--- src/rtl/branch_resolver_if.sv ---
// Handshake and result bundle between fetch/decode (master) and the branch resolver (slave).
interface branch_resolver_if;
  logic        pred_valid;
  logic [63:0] pred_pc;
  logic [63:0] pred_target;
  logic        pred_ready;
  logic        res_valid;
  logic        res_taken;
  logic [63:0] res_target;
  logic        res_ready;
  logic        redirect_valid;
  logic [63:0] redirect_pc;
  logic        flush;
  logic        upd_valid;
  logic [63:0] upd_pc;
  logic        upd_taken;

  modport master (
    output pred_valid, pred_pc, pred_target, res_valid, res_taken, res_target,
    input  pred_ready, res_ready, redirect_valid, redirect_pc, flush,
           upd_valid, upd_pc, upd_taken
  );

  modport slave (
    input  pred_valid, pred_pc, pred_target, res_valid, res_taken, res_target,
    output pred_ready, res_ready, redirect_valid, redirect_pc, flush,
           upd_valid, upd_pc, upd_taken
  );
endinterface

--- src/rtl/branch_resolver.sv ---
// Branch resolver: in-order queue of fetch-time predictions checked against ID-stage
// resolutions, producing redirect/flush, predictor training pulses and statistics.
module branch_resolver #(
  parameter int DEPTH = 4,
  parameter int CNT_W = 32,
  localparam int OCC_W = $clog2(DEPTH + 1),
  localparam int PTR_W = $clog2(DEPTH)
) (
  input  logic               clk,
  input  logic               rst,
  branch_resolver_if.slave   bus,
  output logic [OCC_W-1:0]   occupancy,
  output logic [CNT_W-1:0]   branch_count,
  output logic [CNT_W-1:0]   mispredict_count
);

  function automatic logic [CNT_W-1:0] sat_inc(input logic [CNT_W-1:0] val);
    if (val == {CNT_W{1'b1}}) begin
      return val;
    end else begin
      return val + CNT_W'(1'b1);
    end
  endfunction

  logic [63:0]      pc_mem_r  [DEPTH];
  logic [63:0]      tgt_mem_r [DEPTH];
  logic [PTR_W-1:0] wr_ptr_r, rd_ptr_r;
  logic [OCC_W-1:0] count_r;

  logic [PTR_W-1:0] wr_ptr_nxt_s, rd_ptr_nxt_s;
  logic [OCC_W-1:0] count_nxt_s;
  logic             pred_ready_s, res_ready_s;
  logic             push_s, pop_s, mispredict_s;
  logic [63:0]      head_pc_s, head_tgt_s, correct_pc_s;

  logic             redirect_valid_r, upd_valid_r, upd_taken_r;
  logic [63:0]      redirect_pc_r, upd_pc_r;
  logic [CNT_W-1:0] branch_cnt_r, mispred_cnt_r;

  assign pred_ready_s         = (count_r < OCC_W'(DEPTH));
  assign res_ready_s          = (count_r != {OCC_W{1'b0}});
  assign bus.pred_ready       = pred_ready_s;
  assign bus.res_ready        = res_ready_s;
  assign bus.redirect_valid   = redirect_valid_r;
  assign bus.flush            = redirect_valid_r;
  assign bus.redirect_pc      = redirect_pc_r;
  assign bus.upd_valid        = upd_valid_r;
  assign bus.upd_pc           = upd_pc_r;
  assign bus.upd_taken        = upd_taken_r;
  assign occupancy            = count_r;
  assign branch_count         = branch_cnt_r;
  assign mispredict_count     = mispred_cnt_r;

  // Accept decisions and comparison of the true next PC against the head prediction
  always_comb begin
    push_s     = bus.pred_valid & pred_ready_s;
    pop_s      = bus.res_valid & res_ready_s;
    head_pc_s  = pc_mem_r[rd_ptr_r];
    head_tgt_s = tgt_mem_r[rd_ptr_r];
    if (bus.res_taken) begin
      correct_pc_s = bus.res_target;
    end else begin
      correct_pc_s = head_pc_s + 64'd4;
    end
    mispredict_s = pop_s & (correct_pc_s != head_tgt_s);
  end

  // Queue pointer/count update; a mispredict discards everything including a same-cycle push
  always_comb begin
    wr_ptr_nxt_s = wr_ptr_r;
    rd_ptr_nxt_s = rd_ptr_r;
    count_nxt_s  = count_r;
    if (mispredict_s) begin
      wr_ptr_nxt_s = {PTR_W{1'b0}};
      rd_ptr_nxt_s = {PTR_W{1'b0}};
      count_nxt_s  = {OCC_W{1'b0}};
    end else begin
      if (push_s) begin
        wr_ptr_nxt_s = wr_ptr_r + PTR_W'(1'b1);
      end else begin
        wr_ptr_nxt_s = wr_ptr_r;
      end
      if (pop_s) begin
        rd_ptr_nxt_s = rd_ptr_r + PTR_W'(1'b1);
      end else begin
        rd_ptr_nxt_s = rd_ptr_r;
      end
      case ({push_s, pop_s})
        2'b10:   count_nxt_s = count_r + OCC_W'(1'b1);
        2'b01:   count_nxt_s = count_r - OCC_W'(1'b1);
        default: count_nxt_s = count_r;
      endcase
    end
  end

  // Entry storage; contents need no reset since count gates every read
  always_ff @(posedge clk) begin
    if (!rst && push_s && !mispredict_s) begin
      pc_mem_r[wr_ptr_r]  <= bus.pred_pc;
      tgt_mem_r[wr_ptr_r] <= bus.pred_target;
    end
  end

  // Queue state, single-cycle pulses and saturating statistics
  always_ff @(posedge clk) begin
    if (rst) begin
      wr_ptr_r         <= {PTR_W{1'b0}};
      rd_ptr_r         <= {PTR_W{1'b0}};
      count_r          <= {OCC_W{1'b0}};
      redirect_valid_r <= 1'b0;
      redirect_pc_r    <= 64'd0;
      upd_valid_r      <= 1'b0;
      upd_pc_r         <= 64'd0;
      upd_taken_r      <= 1'b0;
      branch_cnt_r     <= {CNT_W{1'b0}};
      mispred_cnt_r    <= {CNT_W{1'b0}};
    end else begin
      wr_ptr_r         <= wr_ptr_nxt_s;
      rd_ptr_r         <= rd_ptr_nxt_s;
      count_r          <= count_nxt_s;
      redirect_valid_r <= mispredict_s;
      upd_valid_r      <= pop_s;
      if (mispredict_s) begin
        redirect_pc_r <= correct_pc_s;
        mispred_cnt_r <= sat_inc(mispred_cnt_r);
      end
      if (pop_s) begin
        upd_pc_r     <= head_pc_s;
        upd_taken_r  <= bus.res_taken;
        branch_cnt_r <= sat_inc(branch_cnt_r);
      end
    end
  end

endmodule

--- src/flat_wrapper.sv ---
// flat-port wrapper written by rule: the top's interface ports become plain ports
module branch_resolver_flat 
#(
  parameter int DEPTH = 4,
  parameter int CNT_W = 32,
  localparam int OCC_W = $clog2(DEPTH + 1),
  localparam int PTR_W = $clog2(DEPTH)
)
  (clk, rst, occupancy, branch_count, mispredict_count, bus_pred_valid, bus_pred_pc, bus_pred_target, bus_res_valid, bus_res_taken, bus_res_target, bus_pred_ready, bus_res_ready, bus_redirect_valid, bus_redirect_pc, bus_flush, bus_upd_valid, bus_upd_pc, bus_upd_taken);
  branch_resolver_if bus_i ();
  input  logic clk;
  input  logic rst;
  output logic [OCC_W-1:0] occupancy;
  output logic [CNT_W-1:0] branch_count;
  output logic [CNT_W-1:0] mispredict_count;
  input wire logic [$bits(bus_i.pred_valid)-1:0] bus_pred_valid;
  input wire logic [$bits(bus_i.pred_pc)-1:0] bus_pred_pc;
  input wire logic [$bits(bus_i.pred_target)-1:0] bus_pred_target;
  input wire logic [$bits(bus_i.res_valid)-1:0] bus_res_valid;
  input wire logic [$bits(bus_i.res_taken)-1:0] bus_res_taken;
  input wire logic [$bits(bus_i.res_target)-1:0] bus_res_target;
  output wire logic [$bits(bus_i.pred_ready)-1:0] bus_pred_ready;
  output wire logic [$bits(bus_i.res_ready)-1:0] bus_res_ready;
  output wire logic [$bits(bus_i.redirect_valid)-1:0] bus_redirect_valid;
  output wire logic [$bits(bus_i.redirect_pc)-1:0] bus_redirect_pc;
  output wire logic [$bits(bus_i.flush)-1:0] bus_flush;
  output wire logic [$bits(bus_i.upd_valid)-1:0] bus_upd_valid;
  output wire logic [$bits(bus_i.upd_pc)-1:0] bus_upd_pc;
  output wire logic [$bits(bus_i.upd_taken)-1:0] bus_upd_taken;
  assign bus_i.pred_valid = bus_pred_valid;
  assign bus_i.pred_pc = bus_pred_pc;
  assign bus_i.pred_target = bus_pred_target;
  assign bus_i.res_valid = bus_res_valid;
  assign bus_i.res_taken = bus_res_taken;
  assign bus_i.res_target = bus_res_target;
  assign bus_pred_ready = bus_i.pred_ready;
  assign bus_res_ready = bus_i.res_ready;
  assign bus_redirect_valid = bus_i.redirect_valid;
  assign bus_redirect_pc = bus_i.redirect_pc;
  assign bus_flush = bus_i.flush;
  assign bus_upd_valid = bus_i.upd_valid;
  assign bus_upd_pc = bus_i.upd_pc;
  assign bus_upd_taken = bus_i.upd_taken;
  branch_resolver #(.DEPTH(DEPTH), .CNT_W(CNT_W)) u_core (.clk(clk), .rst(rst), .bus(bus_i), .occupancy(occupancy), .branch_count(branch_count), .mispredict_count(mispredict_count));
endmodule
--- config.mk ---
export PLATFORM = sky130hd
export DESIGN_NAME = branch_resolver_flat
export DESIGN_NICKNAME = d
export VERILOG_FILES = /design/src/rtl/branch_resolver_if.sv /design/src/rtl/branch_resolver.sv /design/src/flat_wrapper.sv
export SDC_FILE = /design/constraint.sdc
export NUM_CORES = 1
export LEC_CHECK = 0
export ABC_CLOCK_PERIOD_IN_PS = 8000
export CORE_ASPECT_RATIO = 1.4
export CORE_MARGIN = 2
export CORE_UTILIZATION = 66
export CTS_BUF_LIST = sky130_fd_sc_hd__clkbuf_2
export CTS_CLUSTER_DIAMETER = 200
export DETAILED_ROUTE_END_ITERATION = 12
export DONT_BUFFER_PORTS = 1
export PLACE_DENSITY_LB_ADDON = 0.12
export SYNTH_ARGS = -nofsm -noshare
export SYNTH_HDL_FRONTEND = slang
export SYNTH_SLANG_ARGS = --single-unit
export TNS_END_PERCENT = 30
--- constraint.sdc ---
create_clock -name clk -period 8 [get_ports clk]
set_input_delay 0.4 -clock clk [delete_from_list [all_inputs] [get_ports clk]]
set_output_delay 0.4 -clock clk [all_outputs]
set_load 0.03 [all_outputs]
==> flow_metrics.py, run 1 <==
metrics = {
    "grt": {
        "antenna_found_initial": 10,
        "grt_overflow": 0,
        "grt_pass1_vias": 23890,
        "grt_max_degree": 197,
        "track_usage_pct": 42.14,
        "grt_pass1_wl_um": 153400,
    },
    "routing": {
        "ant_nets": 0,
        "first_iter_violations": 3186,
        "wl_um": 105500,
        "drc": 0,
        "routedWlPerCell_um": 29.55,
        "routed-via-count": 24020,
        "vias_per_cell": 6.728,
        "drtPass1Iterations": 5,
    },
    "timing": {
        "slew_headroom_pct": 27.44,
        "min_period_ps": 7218,
        "setup_viol": 0,
        "tightest_slew_ps": 1078,
        "tns_ps": 0,
        "whs_ps": 62.50,
        "drv_slew": 0,
        "finalHoldViolations": 0,
        "fin_crit_sh_pct": 90.22,
        "max_freq_mhz": 138.5,
        "finalClockSkew_ps": 138.5,
        "rsz0062_at_grt": "no",
    },
    "clock_tree": {
        "cts_root_buffer": "clkbuf_2",
        "clockBufferDepth": 3,
        "clk_latency_ps": 1260,
        "post_cts_resized": 0,
        "htreeDepth": 4,
        "clkSinkCount": 716,
        "numCtsBuffers": 159,
        "cts_setup_buffers": 0,
        "cts_tree": "built",
        "clkTransAtPathRegs_ps": 130,
    },
    "synth": {
        "ys_ff_latch": 716,
        "yosysMostFrequentCell": "edfxtp_1",
        "ys_seq_area_share_pct": 61.31,
        "yosys.area.top_type": "edfxtp_1",
        "yosys-top-cells-count": "512 x edfxtp_1, 295 x nand2_1, 204 x dfxtp_1, 149 x a21oi_1, 130 x nor2_1",
        "synth_compound_gate_area_share_pct": 7.179,
        "synthMuxAreaShare_pct": 10.25,
        "ys_types": 88,
        "synthXorXnorAreaFrac_pct": 4.770,
        "synth-main-ff-cell": "edfxtp_1",
        "synth_area_leaders": "edfxtp_1 48%, dfxtp_1 13%, mux4_2 9.2%, nand2_1 3.5%, xnor2_1 3.1%",
        "synth-simple-area-share_pct": 13.32,
        "synth-edff-count": 512,
        "yosysWarnings": 0,
        "yosys.area.top_type_share_pct": 48.44,
        "async_reset_ff_share_pct": 0,
        "avgSynthCellArea_um2": 13.13,
        "synthAdderAreaFrac_pct": 0.3784,
        "syn-cell-area_mm2": 0.03174,
        "synth_fp_nets": 2624,
        "synth_top_family_by_area": "simple AND/OR/NAND/NOR gates",
        "synthCells": 2418,
    },
    "flow_run": {
        "cap_violations": 0,
    },
    "die": {
        "die_w_um": 189.3,
        "die_h_um": 263.5,
        "die-area_mm2": 0.04988,
        "start_util_pct": 66.42,
        "core_area_mm2": 0.04778,
        "rows": 95,
        "io_pins": 398,
    },
    "placed_design": {
        "port_buffers": 0,
        "hpwlAfterDp_um": 68670,
        "dp.cells": 2929,
        "gp_congestion": 0.9991,
    },
    "critical_path": {
        "critPathMaxFanout": 52,
        "slowest_stage": "dfxtp_4",
        "cp-end-kind": "flop",
        "arrival_ps": 8240,
        "critPathRequiredTime_ps": 9020,
        "startpoint_type": "flop",
        "worstSetupPathType": "reg2reg",
        "crit_chain": "buf_4 > mux4_2 > and2_1 > nand3_1 > nor3_1 > nand3_1 > a2111oi_0 > a41oi_1 > nor4b_1 > o2111a_1 > nand3_2 > buf_4 > o2111ai_1 > dlygate4sd3_1 > a21oi_1",
        "slowest_delay_ps": 800,
    },
    "cells_and_area": {
        "finalNetCount": 3007,
        "final.fill_count": 2904,
        "final_util_pct": 77.75,
        "area_growth_pct": 17.06,
        "fin_cells": 3571,
        "drive_above_1_share_pct": 16.39,
        "seqCellArea_mm2": 0.01947,
        "multiInputGateArea_mm2": 0.01143,
    },
    "status": {
        "status": "finished clean",
    },
    "power_and_ir_drop": {
        "p_per_area_mw_per_mm2": 285.1,
        "p_leak_nw": 12.17,
        "peakVddDrop_uv": 211.9,
    },
    "worst_hold_path": {
        "hold_path_class": "in2reg",
    },
}
==> metal layers <==
layer | GRT usage, % | share of wire (%) | vias to the layer above
li1 | - | - | 10090
met1 | 52.28 | 34 | 11750
met2 | 68.96 | 49 | 1854
met3 | 10.25 | 11 | 327
met4 | 21.91 | 5.5 | 8
met5 | 0 | 0.050 | -
==> final timing paths <==
path / to / startpoint / depth (start not counted) / slack, ps
max reg2reg: u_core.bus.redirect_pc[30]$_SDFFE_PP0P_ / flop / 15 / 780
min: u_core.pc_mem_r[1][38]$_DFFE_PP_ / bus_pred_pc[38] / 1 / 60
max: u_core.bus.redirect_pc[30]$_SDFFE_PP0P_ / flop / 15 / 780
min reg2reg: flop / u_core.rd_ptr_r[1]$_SDFFE_PP0P_ / 2 / 550
==> power breakdown <==
group	total [W]	internal, W	leakage [nW]	switching, W
sequential	0.00495	0.00435	6.30	0.000593
clock	0.00249	0.000987	1.19	0.00150
combinational	0.00316	0.00115	4.68	0.00200
total	0.0106	0.00649	12.2	0.00410
==> through the flow <==
stage | setup WS [ps] | area (um2) | power [W]
finish | 782.3 | 37150 | 0.01059
global route | 582.8 | 37150 | 0.01094
CTS | 981.6 | 37140 | 0.01038
detailed placement | 1102 | 32110 | 0.007856
global placement | 1193 | 32110 | 0.007822
floorplan | 1179 | 31740 | 0.007019
==> area by class of cell <==
class,instances,area share [%]
antenna,7,0.04715
multi-input combinational,1529,30.77
timing repair buffer,367,10.14
clock inverter,47,0.9059
inverter,28,0.2896
sequential,716,52.39
clock buffer,247,3.327
tap,630,2.122
==> kinds of logic after synthesis <==
group,count (synthesis)
adders and majority gates,9
muxes,163
DFF,716
and+or+nand+nor,836
AOI/OAI and AO/OA,353
xor gates and xnor gates,168
buffers and inverters,173
==> cell usage in the layout (no fill, tap or decap), types with 29 or more instances in the layout <==
cell type	instances
nor3_1	46
dlygate4sd3_1	339
dfxtp_1	202
a21oi_1	149
edfxtp_1	512
nor2_1	130
or3_1	31
o21ai_0	42
nand3_1	86
clkbuf_2	247
o31ai_1	37
xnor2_1	111
and3_1	29
clkinv_1	30
xor2_1	54
nor4_1	29
nand2_1	294
mux4_2	129
nand4_1	60
==> what timing repair did <==
action                                 4_1_cts  5_1_grt
setup endpoints to repair                    0        0
hold buffers                               341        0
endpoints found under the hold margin      793        0
==> sequential cells by signal, summed over array words and instances (netlist names), named ones only <==
name and flops:
u_core.tgt_mem_r 256, u_core.mispredict_count 32, u_core.bus.redirect_pc 64, u_core.pc_mem_r 256, u_core.wr_ptr_r 2, u_core.bus.upd_valid 1, u_core.bus.flush 1, u_core.branch_count 32
u_core.occupancy 3, u_core.bus.upd_pc 64, u_core.bus.upd_taken 1, u_core.rd_ptr_r 2
==> worst max-delay path, delay by kind of cell, from the launching register on <==
| family | cells | cell delay [ps] |
|---|---|---|
| AND/OR/NAND/NOR | 6 | 2370 |
| buffers and inverters | 3 | 1770 |
| AO/OA/AOI/OAI | 5 | 1480 |
| flip-flops | 1 | 800 |
| multiplexers | 1 | 520 |
Note: power is estimated with default switching activity, not from simulation.
==> inputs of run 2 (changes only) <==
--- a/config.mk
+++ b/config.mk
@@ -13,6 +13,8 @@
 export CTS_CLUSTER_DIAMETER = 200
 export DETAILED_ROUTE_END_ITERATION = 12
 export DONT_BUFFER_PORTS = 1
+export HOLD_SLACK_MARGIN = 0.1
+export MAX_ROUTING_LAYER = met4
 export PLACE_DENSITY_LB_ADDON = 0.12
 export SYNTH_ARGS = -nofsm -noshare
 export SYNTH_HDL_FRONTEND = slang
==> flow_metrics.py, run 2 (synthesis gave the netlist of run 1 again) <==
metrics = {
    "routing": {
        "wl_um": 108800,
        "first_iter_violations": 3490,
        "routedWlPerCell_um": 30.12,
        "routed-via-count": 24640,
        "ant_nets": 0,
        "drtPass1Iterations": 8,
        "vias_per_cell": 6.822,
        "drc": 0,
    },
    "timing": {
        "tightest_slew_ps": 1054,
        "finalHoldViolations": 0,
        "max_freq_mhz": 130.6,
        "tns_ps": 0,
        "rsz0062_at_grt": "no",
        "min_period_ps": 7657,
        "finalClockSkew_ps": 131.4,
        "drv_slew": 0,
        "setup_viol": 0,
        "fin_crit_sh_pct": 95.71,
        "slew_headroom_pct": 29.76,
    },
    "cells_and_area": {
        "largestRegisters": "u_core.pc_mem_r x256, u_core.tgt_mem_r x256",
        "final_common_cell": "edfxtp_1",
        "final.fill_count": 2732,
        "area_growth_pct": 18.08,
        "drive_above_1_share_pct": 16.12,
        "layout_common_cells": "512 x edfxtp_1, 368 x dlygate4sd3_1, 294 x nand2_1, 225 x clkbuf_2, 202 x dfxtp_1",
        "finalNetCount": 3048,
    },
    "power_and_ir_drop": {
        "pwr-share-comb_pct": 30.7,
        "p_switching_w": 0.004143,
        "p_leak_nw": 12.25,
        "power_w": 0.01055,
        "seqPwrFrac_pct": 46.9,
        "power_frac_clock_pct": 22.4,
        "intPower_w": 0.006411,
        "swShare_pct": 39.25,
        "peakVddDrop_uv": 265.4,
        "p_per_area_mw_per_mm2": 281.6,
    },
    "status": {
        "status": "finished clean",
    },
    "critical_path": {
        "crit_top_cell": "nand4_1",
        "critPathMaxFanout": 34,
        "startpoint_type": "flop",
        "worstSetupPathType": "reg2reg",
        "critPathRequiredTime_ps": 8820,
        "slowest_stage": "dfxtp_4",
        "arrival_ps": 8480,
        "crit_buf_inv": 3,
        "slowest_delay_ps": 810,
        "cp-end-kind": "flop",
        "crit_chain": "mux4_2 > ha_1 > nand2_1 > o22a_1 > or4b_4 > o311a_1 > a221oi_1 > buf_4 > xor2_1 > nand4_1 > nor4_1 > nand4_1 > o21ai_4 > dlygate4sd3_1 > nand2_4 > nor2_4 > buf_12",
        "crit_family": "simple AND/OR/NAND/NOR gates",
    },
    "clock_tree": {
        "clockBufferDepth": 3,
        "clkSinkCount": 716,
        "cts_root_buffer": "clkbuf_2",
        "clk_latency_ps": 1250,
        "numCtsBuffers": 156,
        "htreeDepth": 4,
        "ctsHoldBuffers": 370,
        "clkTransAtPathRegs_ps": 140,
        "post_cts_resized": 0,
        "cts_setup_buffers": 0,
        "cts_tree": "built",
    },
    "grt": {
        "grt_overflow": 0,
        "track_usage_pct": 44.96,
        "grt_max_degree": 197,
        "grt_pass1_wl_um": 158300,
        "grt_pass1_vias": 24560,
        "antenna_found_initial": 10,
    },
    "placed_design": {
        "hpwlAfterDp_um": 70720,
        "gp_congestion": 1.041,
        "port_buffers": 0,
    },
    "die": {
        "die_w_um": 189.3,
        "io_pins": 398,
        "core_area_mm2": 0.04778,
        "die-area_mm2": 0.04988,
        "start_util_pct": 66.42,
        "die_h_um": 263.5,
        "rows": 95,
    },
    "worst_hold_path": {
        "hold_path_class": "in2reg",
    },
    "flow_run": {
        "cap_violations": 0,
    },
}
## run 2: changes by cell type in the layout (fill, tap and decap cells not counted), sizes merged
cell / before / now
diode: 7 / 11
clkbuf: 247 / 225
bufinv: 5 / 3
clkinv: 35 / 53
dlygate4sd3: 339 / 368
inv: 35 / 32
buf: 28 / 43
clkinvlp: 0 / 2
## run 2: path summary, 6_finish.rpt
path                                                      start                                      end  slack (ps)  cells past startpoint
worst max-delay path                                       flop        u_core.tgt_mem_r[2][46]$_DFFE_PP_         340                     17
worst min-delay path                         bus_res_target[56]  u_core.bus.redirect_pc[48]$_SDFFE_PP0P_         190                      8
worst max register to register                             flop        u_core.tgt_mem_r[2][46]$_DFFE_PP_         340                     17
worst min register to register  u_core.rd_ptr_r[1]$_SDFFE_PP0P_                                     flop         570                      2
## run 2: power by group through the flow
| stage | clock network, W | logic [W] | registers (W) |
|---|---|---|---|
| 2_1_floorplan | 0 | 0.00214 | 0.00488 |
| 3_3_place_gp | 0 | 0.00284 | 0.00499 |
| 3_5_place_dp | 0 | 0.00286 | 0.00501 |
| 4_1_cts | 0.00228 | 0.00312 | 0.00493 |
| 5_1_grt | 0.00253 | 0.00338 | 0.00497 |
| 6_report | 0.00237 | 0.00324 | 0.00495 |
## run 2: tightest hold or removal path, delay by kind of cell
family,cells,cell delay (ps)
xor+xnor,1,110
compound gates,5,530
simple gates,2,310
## run 2: area by class of cell
class | count | area (um2) | area share [%]
multi-input cells | 1529 | 11430 | 30.50
clock inverters | 62 | 346.6 | 0.9248
flip-flops and latches | 716 | 19470 | 51.94
repair buffers | 411 | 4184 | 11.16
well taps | 630 | 788.3 | 2.103
clock buffers | 225 | 1126 | 3.005
inverters | 28 | 107.6 | 0.2871
diodes | 11 | 27.53 | 0.07345
## run 2: stage by stage
stage / instances / setup slack [ps] / hold WS [ps] / cell area, um2 / utilization (%)
final: 3612 / 343.2 / 193.3 / 37480 / 78.43
after global routing: 3610 / 4.412 / 168.5 / 37470 / 78.42
after detailed placement: 2944 / 1211 / 489.6 / 32240 / 67.47
after floorplan: 2418 / 1179 / 494.6 / 31740 / -
after CTS: 3601 / 492.2 / 101.0 / 37450 / 78.38
after global placement: 2944 / 1182 / 484.6 / 32240 / 67.47
## run 2: layer usage
layer | vias to the layer above | part of all wire [%] | global-route usage [%]
met4 | 0 | 6.9 | 27.38
met5 | - | 0 | -
met3 | 450 | 11 | 10.33
met2 | 2043 | 48 | 70.71
li1 | 10200 | - | -
met1 | 11950 | 33 | 52.84
